## src/rtl/stream_mux_pkg.sv

```systemverilog
// Shared constants for the N-to-1 stream multiplexer: arbitration modes and output-stage states.
package stream_mux_pkg;

  localparam logic MODE_FIXED = 1'b0;
  localparam logic MODE_RR    = 1'b1;

  typedef logic [0:0] out_state_t;
  localparam out_state_t ST_EMPTY = 1'b0;
  localparam out_state_t ST_FULL  = 1'b1;

endpackage

```

## src/rtl/stream_mux_nto1_if.sv

```systemverilog
// Stream bundle for stream_mux_nto1: N_CH source channels in, one tagged stream out.
// STREAM_MUX_LOCK_EN adds the s_last/m_last packet delimiters.
interface stream_mux_nto1_if #(
  parameter int N_CH   = 4,
  parameter int DATA_W = 8
);
  localparam int SEL_W = $clog2(N_CH);

  logic [N_CH-1:0]        s_valid;
  logic [N_CH*DATA_W-1:0] s_data;
  logic [N_CH-1:0]        s_ready;
  logic                   m_valid;
  logic [DATA_W-1:0]      m_data;
  logic [SEL_W-1:0]       m_ch;
  logic                   m_ready;
`ifdef STREAM_MUX_LOCK_EN
  logic [N_CH-1:0]        s_last;
  logic                   m_last;

  modport slave  (input  s_valid, s_data, s_last, m_ready,
                  output s_ready, m_valid, m_data, m_ch, m_last);
  modport master (output s_valid, s_data, s_last, m_ready,
                  input  s_ready, m_valid, m_data, m_ch, m_last);
`else
  modport slave  (input  s_valid, s_data, m_ready,
                  output s_ready, m_valid, m_data, m_ch);
  modport master (output s_valid, s_data, m_ready,
                  input  s_ready, m_valid, m_data, m_ch);
`endif

endinterface

```

## src/rtl/stream_mux_nto1_rr_arbiter.sv

```systemverilog
// Round-robin arbiter: picks the first requester at or after ptr_i, wrapping at N_CH-1.
module rr_arbiter #(
  parameter  int N_CH  = 4,
  localparam int SEL_W = $clog2(N_CH)
) (
  input  logic [N_CH-1:0]  req_i,
  input  logic [SEL_W-1:0] ptr_i,
  output logic [N_CH-1:0]  grant_o,
  output logic [SEL_W-1:0] idx_o,
  output logic             any_o
);

  localparam logic [SEL_W:0] N_CH_W = (SEL_W+1)'(N_CH);

  logic [SEL_W:0]   sum;
  logic [SEL_W-1:0] cand;

  // NOTE: every output and temporary gets a default first so no path infers a latch.
  always_comb begin
    grant_o = '0;
    idx_o   = '0;
    any_o   = 1'b0;
    sum     = '0;
    cand    = '0;
    for (int off = 0; off < N_CH; off++) begin
      sum = {1'b0, ptr_i} + (SEL_W+1)'(off);
      if (sum >= N_CH_W) sum = sum - N_CH_W;
      cand = sum[SEL_W-1:0];
      if (!any_o && req_i[cand]) begin
        any_o = 1'b1;
        idx_o = cand;
      end
    end
    grant_o = any_o ? (N_CH'(1) << idx_o) : '0;
  end

endmodule

```

## src/rtl/stream_mux_nto1.sv

```systemverilog
// N-to-1 valid/ready stream mux, fixed-select or round-robin, with one registered output stage.
// STREAM_MUX_LOCK_EN holds the grant on one channel until a beat with s_last=1 is transferred.
module stream_mux_nto1
  import stream_mux_pkg::*;
#(
  parameter  int N_CH   = 4,
  parameter  int DATA_W = 8,
  localparam int SEL_W  = $clog2(N_CH)
) (
  input  logic             clk,
  input  logic             rst_n,
  input  logic             mode,
  input  logic [SEL_W-1:0] sel,
  stream_mux_nto1_if.slave io
);

  localparam logic [SEL_W:0]   N_CH_W = (SEL_W+1)'(N_CH);
  localparam logic [SEL_W-1:0] LAST_CH = SEL_W'(N_CH-1);

  out_state_t        state_q, state_d;
  logic [DATA_W-1:0] data_q, data_d;
  logic [SEL_W-1:0]  ch_q, ch_d;
  logic [SEL_W-1:0]  ptr_q, ptr_d;

  logic [N_CH-1:0]   rr_grant, grant;
  logic [SEL_W-1:0]  rr_idx, g_idx, lock_ch;
  logic              rr_any, any_grant, locked, lock_mode, eff_mode;
  logic              sel_in_range, load_en, xfer, pkt_end;
  logic [DATA_W-1:0] data_sel;

  rr_arbiter #(.N_CH(N_CH)) u_rr_arbiter (
    .req_i  (io.s_valid),
    .ptr_i  (ptr_q),
    .grant_o(rr_grant),
    .idx_o  (rr_idx),
    .any_o  (rr_any)
  );

`ifdef STREAM_MUX_LOCK_EN
  logic             lock_q, lock_mode_q, last_q, last_sel;
  logic [SEL_W-1:0] lock_ch_q;

  assign locked    = lock_q;
  assign lock_ch   = lock_ch_q;
  assign lock_mode = lock_mode_q;
  assign last_sel  = |(grant & io.s_last);
  assign pkt_end   = last_sel;
  assign io.m_last = last_q;

  // A transfer without s_last pins the grant (and the mode it was won under) to that channel.
  always_ff @(posedge clk or negedge rst_n) begin
    if (!rst_n) begin
      lock_q      <= 1'b0;
      lock_ch_q   <= '0;
      lock_mode_q <= MODE_FIXED;
      last_q      <= 1'b0;
    end else if (xfer) begin
      lock_q      <= !last_sel;
      lock_ch_q   <= g_idx;
      lock_mode_q <= eff_mode;
      last_q      <= last_sel;
    end
  end
`else
  assign locked    = 1'b0;
  assign lock_ch   = '0;
  assign lock_mode = MODE_FIXED;
  assign pkt_end   = 1'b1;
`endif

  assign sel_in_range = ({1'b0, sel} < N_CH_W);

  always_comb begin
    eff_mode  = locked ? lock_mode : mode;
    g_idx     = '0;
    any_grant = 1'b0;
    if (locked) begin
      g_idx     = lock_ch;
      any_grant = io.s_valid[lock_ch];
    end else if (mode == MODE_RR) begin
      g_idx     = rr_idx;
      any_grant = rr_any;
    end else begin
      g_idx     = sel;
      any_grant = sel_in_range && io.s_valid[sel];
    end
    grant = (!locked && mode == MODE_RR) ? rr_grant
                                         : ({N_CH{any_grant}} & (N_CH'(1) << g_idx));
  end

  always_comb begin
    data_sel = '0;
    for (int i = 0; i < N_CH; i++)
      if (grant[i]) data_sel = io.s_data[i*DATA_W +: DATA_W];
  end

  assign load_en    = (state_q == ST_EMPTY) | io.m_ready;
  assign xfer       = load_en & any_grant;
  // Nothing is accepted while reset is asserted, even though the stage reads as empty.
  assign io.s_ready = (rst_n & load_en) ? grant : '0;

  always_comb begin
    state_d = state_q;
    data_d  = data_q;
    ch_d    = ch_q;
    ptr_d   = ptr_q;
    if (xfer) begin
      state_d = ST_FULL;
      data_d  = data_sel;
      ch_d    = g_idx;
    end else if (io.m_ready) begin
      state_d = ST_EMPTY;
    end
    if (xfer && eff_mode == MODE_RR && pkt_end)
      ptr_d = (g_idx == LAST_CH) ? '0 : g_idx + SEL_W'(1);
  end

  // NOTE: non-blocking assignments so every register samples pre-edge values.
  always_ff @(posedge clk or negedge rst_n) begin
    if (!rst_n) begin
      state_q <= ST_EMPTY;
      data_q  <= '0;
      ch_q    <= '0;
      ptr_q   <= '0;
    end else begin
      state_q <= state_d;
      data_q  <= data_d;
      ch_q    <= ch_d;
      ptr_q   <= ptr_d;
    end
  end

  assign io.m_valid = (state_q == ST_FULL);
  assign io.m_data  = data_q;
  assign io.m_ch    = ch_q;

endmodule

```

## src/flat_wrapper.sv

```systemverilog
// flat-port wrapper written by rule: the top's interface ports become plain ports
module stream_mux_nto1_flat import stream_mux_pkg::*;
#(
  parameter  int N_CH   = 4,
  parameter  int DATA_W = 8,
  localparam int SEL_W  = $clog2(N_CH)
)
  (clk, rst_n, mode, sel, io_s_valid, io_s_data, io_m_ready, io_s_ready, io_m_valid, io_m_data, io_m_ch);
  stream_mux_nto1_if #(.N_CH(N_CH), .DATA_W(DATA_W)) io_i ();
  input  logic clk;
  input  logic rst_n;
  input  logic mode;
  input  logic [SEL_W-1:0] sel;
  input wire logic [$bits(io_i.s_valid)-1:0] io_s_valid;
  input wire logic [$bits(io_i.s_data)-1:0] io_s_data;
  input wire logic [$bits(io_i.m_ready)-1:0] io_m_ready;
  output wire logic [$bits(io_i.s_ready)-1:0] io_s_ready;
  output wire logic [$bits(io_i.m_valid)-1:0] io_m_valid;
  output wire logic [$bits(io_i.m_data)-1:0] io_m_data;
  output wire logic [$bits(io_i.m_ch)-1:0] io_m_ch;
  assign io_i.s_valid = io_s_valid;
  assign io_i.s_data = io_s_data;
  assign io_i.m_ready = io_m_ready;
  assign io_s_ready = io_i.s_ready;
  assign io_m_valid = io_i.m_valid;
  assign io_m_data = io_i.m_data;
  assign io_m_ch = io_i.m_ch;
  stream_mux_nto1 #(.N_CH(N_CH), .DATA_W(DATA_W)) u_core (.clk(clk), .rst_n(rst_n), .mode(mode), .sel(sel), .io(io_i));
endmodule
```

## config.mk

```make
export PLATFORM = sky130hd
export DESIGN_NAME = stream_mux_nto1_flat
export DESIGN_NICKNAME = d
export VERILOG_FILES = /design/src/rtl/stream_mux_pkg.sv /design/src/rtl/stream_mux_nto1_if.sv /design/src/rtl/stream_mux_nto1_rr_arbiter.sv /design/src/rtl/stream_mux_nto1.sv /design/src/flat_wrapper.sv
export SDC_FILE = /design/constraint.sdc
export NUM_CORES = 1
export LEC_CHECK = 0
export ABC_AREA = 1
export BUFFER_PORTS_ARGS = -buffer_cell sky130_fd_sc_hd__clkbuf_2
export CAP_MARGIN = 15
export CORE_MARGIN = 2
export CORE_UTILIZATION = 44
export CTS_BUF_LIST = sky130_fd_sc_hd__clkbuf_4
export DETAILED_ROUTE_END_ITERATION = 10
export PLACE_DENSITY = 0.73
export SYNTH_ARGS = -nofsm -noshare
export SYNTH_HDL_FRONTEND = slang
export SYNTH_HIERARCHICAL = 1
export SYNTH_SLANG_ARGS = --single-unit
```

## constraint.sdc

```tcl
create_clock -name clk -period 4.7 [get_ports clk]
set_input_delay 1.175 -clock clk [delete_from_list [all_inputs] [get_ports clk]]
set_output_delay 1.175 -clock clk [all_outputs]
set_load 0.01 [all_outputs]
```

==> results.json <==
{
  "drt.antenna.violating_nets": 0,
  "yosysWarningCount": 6,
  "synth_cell_types": 23,
  "layout_common_cells": "62 x nand2_1, 56 x clkbuf_2, 26 x nor2_1",
  "max_stage_delay_ns": 0.30,
  "wl_per_cell_um": 10.8,
  "antenna_found_initial": 0,
  "critPathMaxFanout": 9,
  "rsz0062_at_grt": "no",
  "final_hold_viol_count": 0,
  "power.density_mw_per_mm2": 689,
  "grt_usage_pct": 19.5,
  "overflow": 0,
  "critical_path.startpoint": "io_s_valid[1]",
  "grt_start_max_net_pins": 17,
  "core_mm2": 0.00310,
  "power.leakage_nw": 1.02,
  "fmax_mhz": 227,
  "synth-simple-area-share_pct": 45.3,
  "io_buffers": 56,
  "synth-compound-area-share_pct": 18.3,
  "routed_wirelength_mm": 3.50,
  "rows": 20,
  "worst_pin_slew_ns": 0.516,
  "numCtsBuffers": 3,
  "cp-start-kind": "primary input",
  "reg2reg_from": "u_core/ptr_q[0]$_DFFE_PN0P_",
  "total_power_mw": 1.23,
  "vias_per_cell": 4.71,
  "crit_slowest_cell": "or2_2",
  "syn_area_per_cell_um2": 6.50,
  "synthCells": 223,
  "cp_data_required_time_ns": 3.52,
  "seq_area_frac_synth_pct": 22.5,
  "drt_iter0_drc": 59,
  "fin_crit_sh_pct": 93.7,
  "dpl.hpwl_mm": 2.90,
  "synth_seq_cells": 13,
  "path_cells": "clkbuf_2 -> inv_1 -> nand2_1 -> nand3_1 -> nand2_2 -> inv_2 -> nand3_1 -> nand2_1 -> nand3_2 -> or2_2 -> o21ai_1 -> ha_1 -> nand3_1 -> nand2_2 -> inv_2 -> nor2_1 -> clkbuf_2",
  "drt-pass1-iter-count": 4,
  "n_antenna_cell": 0,
  "place.gp.congestion": 0.860,
  "clock_latency_ns": 0.27,
  "ir_worst_vdd_v": 0.000247,
  "synth_xor_area_share_pct": 0,
  "hold_start": "u_core/io.m_ch[0]$_DFFE_PN0P_",
  "grt_pass1_wl_mm": 5.60,
  "path_clk_slew_ns": 0.07,
  "clkSinkCount": 13,
  "drive_gt1_share_pct": 38.6,
  "cts_tree": "done",
  "post_cts_buffers": 0,
  "crit_family": "simple AND/OR/NAND/NOR gates",
  "setup_violations": 0,
  "layout_commonest_cell": "nand2_1",
  "synth_fa_ha_area_share_pct": 3.45,
  "status": "finished, final reports clean",
  "vias": 1526,
  "final.setup.tns_ns": 0,
  "netlist_area_mm2": 0.00145,
  "slew_headroom_pct": 65.5,
  "die_h_um": 61.4,
  "hp-class": "register to register",
  "period_needed_ns": 4.41,
  "slew_violations": 0,
  "first_global_vias": 1359,
  "clock_skew_ns": 0.00613,
  "cp-end-kind": "output port",
  "muxShareOfSynthArea_pct": 0.777,
  "path_buf_inv": 5,
  "die_w_um": 61.4,
  "critical_path.most_common_cell": "nand3_1",
  "ios": 57,
  "start_util_pct": 46.7,
  "htreeDepth": 1,
  "cts_max_path_buffers": 2,
  "synth_top_family_by_area": "simple AND/OR/NAND/NOR gates",
  "drcViolationCount": 0,
  "fin_nets": 327,
  "crit_arrival_ns": 3.23,
  "fp.dieArea_mm2": 0.00377,
  "critPathKind": "primary input to output port",
  "syn_nets": 269,
  "drv_cap": 0,
  "root_buffer": "clkbuf_4",
  "area_growth_pct": 23.5
}
## power by group
group / total (mW) / internal, mW / switching [mW]
logic: 0.941 / 0.339 / 0.602
clock network: 0.0724 / 0.0386 / 0.0338
registers: 0.220 / 0.169 / 0.0513
total: 1.23 / 0.546 / 0.687
## registers in the layout, indices dropped and copies added, names as in the netlist
register,flops
u_core/ptr_q,2
u_core/io.m_data,8
u_core/io.m_valid,1
u_core/io.m_ch,2
## worst paths after layout
path / end / slack, ns / depth (start not counted)
worst max-delay path: io_s_ready[1] / 0.29 / 17
worst min-delay path: u_core/io.m_ch[0]$_DFFE_PN0P_ / 0.49 / 2
worst max register to register: u_core/io.m_data[6]$_DFFE_PN0P_ / 1.74 / 17
worst min register to register: u_core/io.m_ch[0]$_DFFE_PN0P_ / 0.49 / 2
max in group asynchronous: u_core/ptr_q[0]$_DFFE_PN0P_ / 3.66 / 1
min in group asynchronous: u_core/io.m_data[2]$_DFFE_PN0P_ / 0.79 / 1
## area by class of cell
| type | instances | area (µm²) |
|---|---|---|
| Tap cell | 44 | 55.1 |
| Fill cell | 341 | 1310 |
| Multi-Input combinational cell | 179 | 982 |
| Clock buffer | 4 | 30.0 |
| Timing Repair Buffer | 57 | 288 |
| Sequential cell | 13 | 325 |
| Inverter | 27 | 109 |
## per-stage QoR
stage / instances / hold slack [ns] / worst slack (ns) / instance area (µm²) / utilization (%)
after floorplan: 223 / 0.497 / 0.612 / 1450 / -
after global placement: 320 / 0.471 / 0.339 / 1760 / 56.7
after detailed placement: 320 / 0.483 / 0.285 / 1760 / 56.7
after CTS: 324 / 0.502 / 0.279 / 1790 / 57.7
after global routing: 324 / 0.530 / 0.0390 / 1790 / 57.7
final: 324 / 0.494 / 0.295 / 1790 / 57.7
## cell families after synthesis
family | count (synthesis)
flops | 13
fa+ha+maj | 4
mux | 1
compound gates | 41
buf+inv | 31
simple gates | 133
## worst reg2reg max path: cells and delay by family (launching register included)
kind | cells | cell delay, ns
buffers and inverters | 2 | 0.20
AOI/OAI and AO/OA | 3 | 0.40
DFF | 1 | 0.66
adders and majority gates | 1 | 0.21
and+or+nand+nor | 11 | 1.40
## synth_stat cells
library cell / n / area share (%)
dfrtp_1: 13 / 22
nand2_2: 10 / 4.3
inv_8: 1 / 0.78
nor2_4: 1 / 0.78
buf_6: 2 / 1.6
buf_2: 2 / 0.69
inv_2: 4 / 1.0
nand2_1: 62 / 16
nand2_4: 6 / 4.7
nand3_1: 17 / 5.9
o21ai_1: 1 / 0.35
nor2_2: 1 / 0.43
o21ai_4: 1 / 1.1
nand3_2: 8 / 5.5
or2_2: 1 / 0.43
nor2_1: 26 / 6.7
ha_1: 4 / 3.5
nand4_1: 1 / 0.43
mux2_2: 1 / 0.78
o21ai_0: 5 / 1.7
a21oi_1: 21 / 7.3
inv_1: 22 / 5.7
a21oi_2: 13 / 7.9
## what timing repair did
item / 4_1_cts / 5_1_grt
setup endpoints to repair: 0 / 1
hold buffers: 0 / 0
gates resized for setup: 0 / 1
## per-layer routing
layer | track usage, % | wire [µm] | vias up
met2 | 30.9 | 1580 | 41
met4 | 4.56 | 12 | 0
met5 | 0 | 0 | -
met3 | 2.10 | 155 | 2
li1 | - | - | 827
met1 | 28.6 | 1760 | 656
No activity file was read; power rests on OpenSTA's default activity.
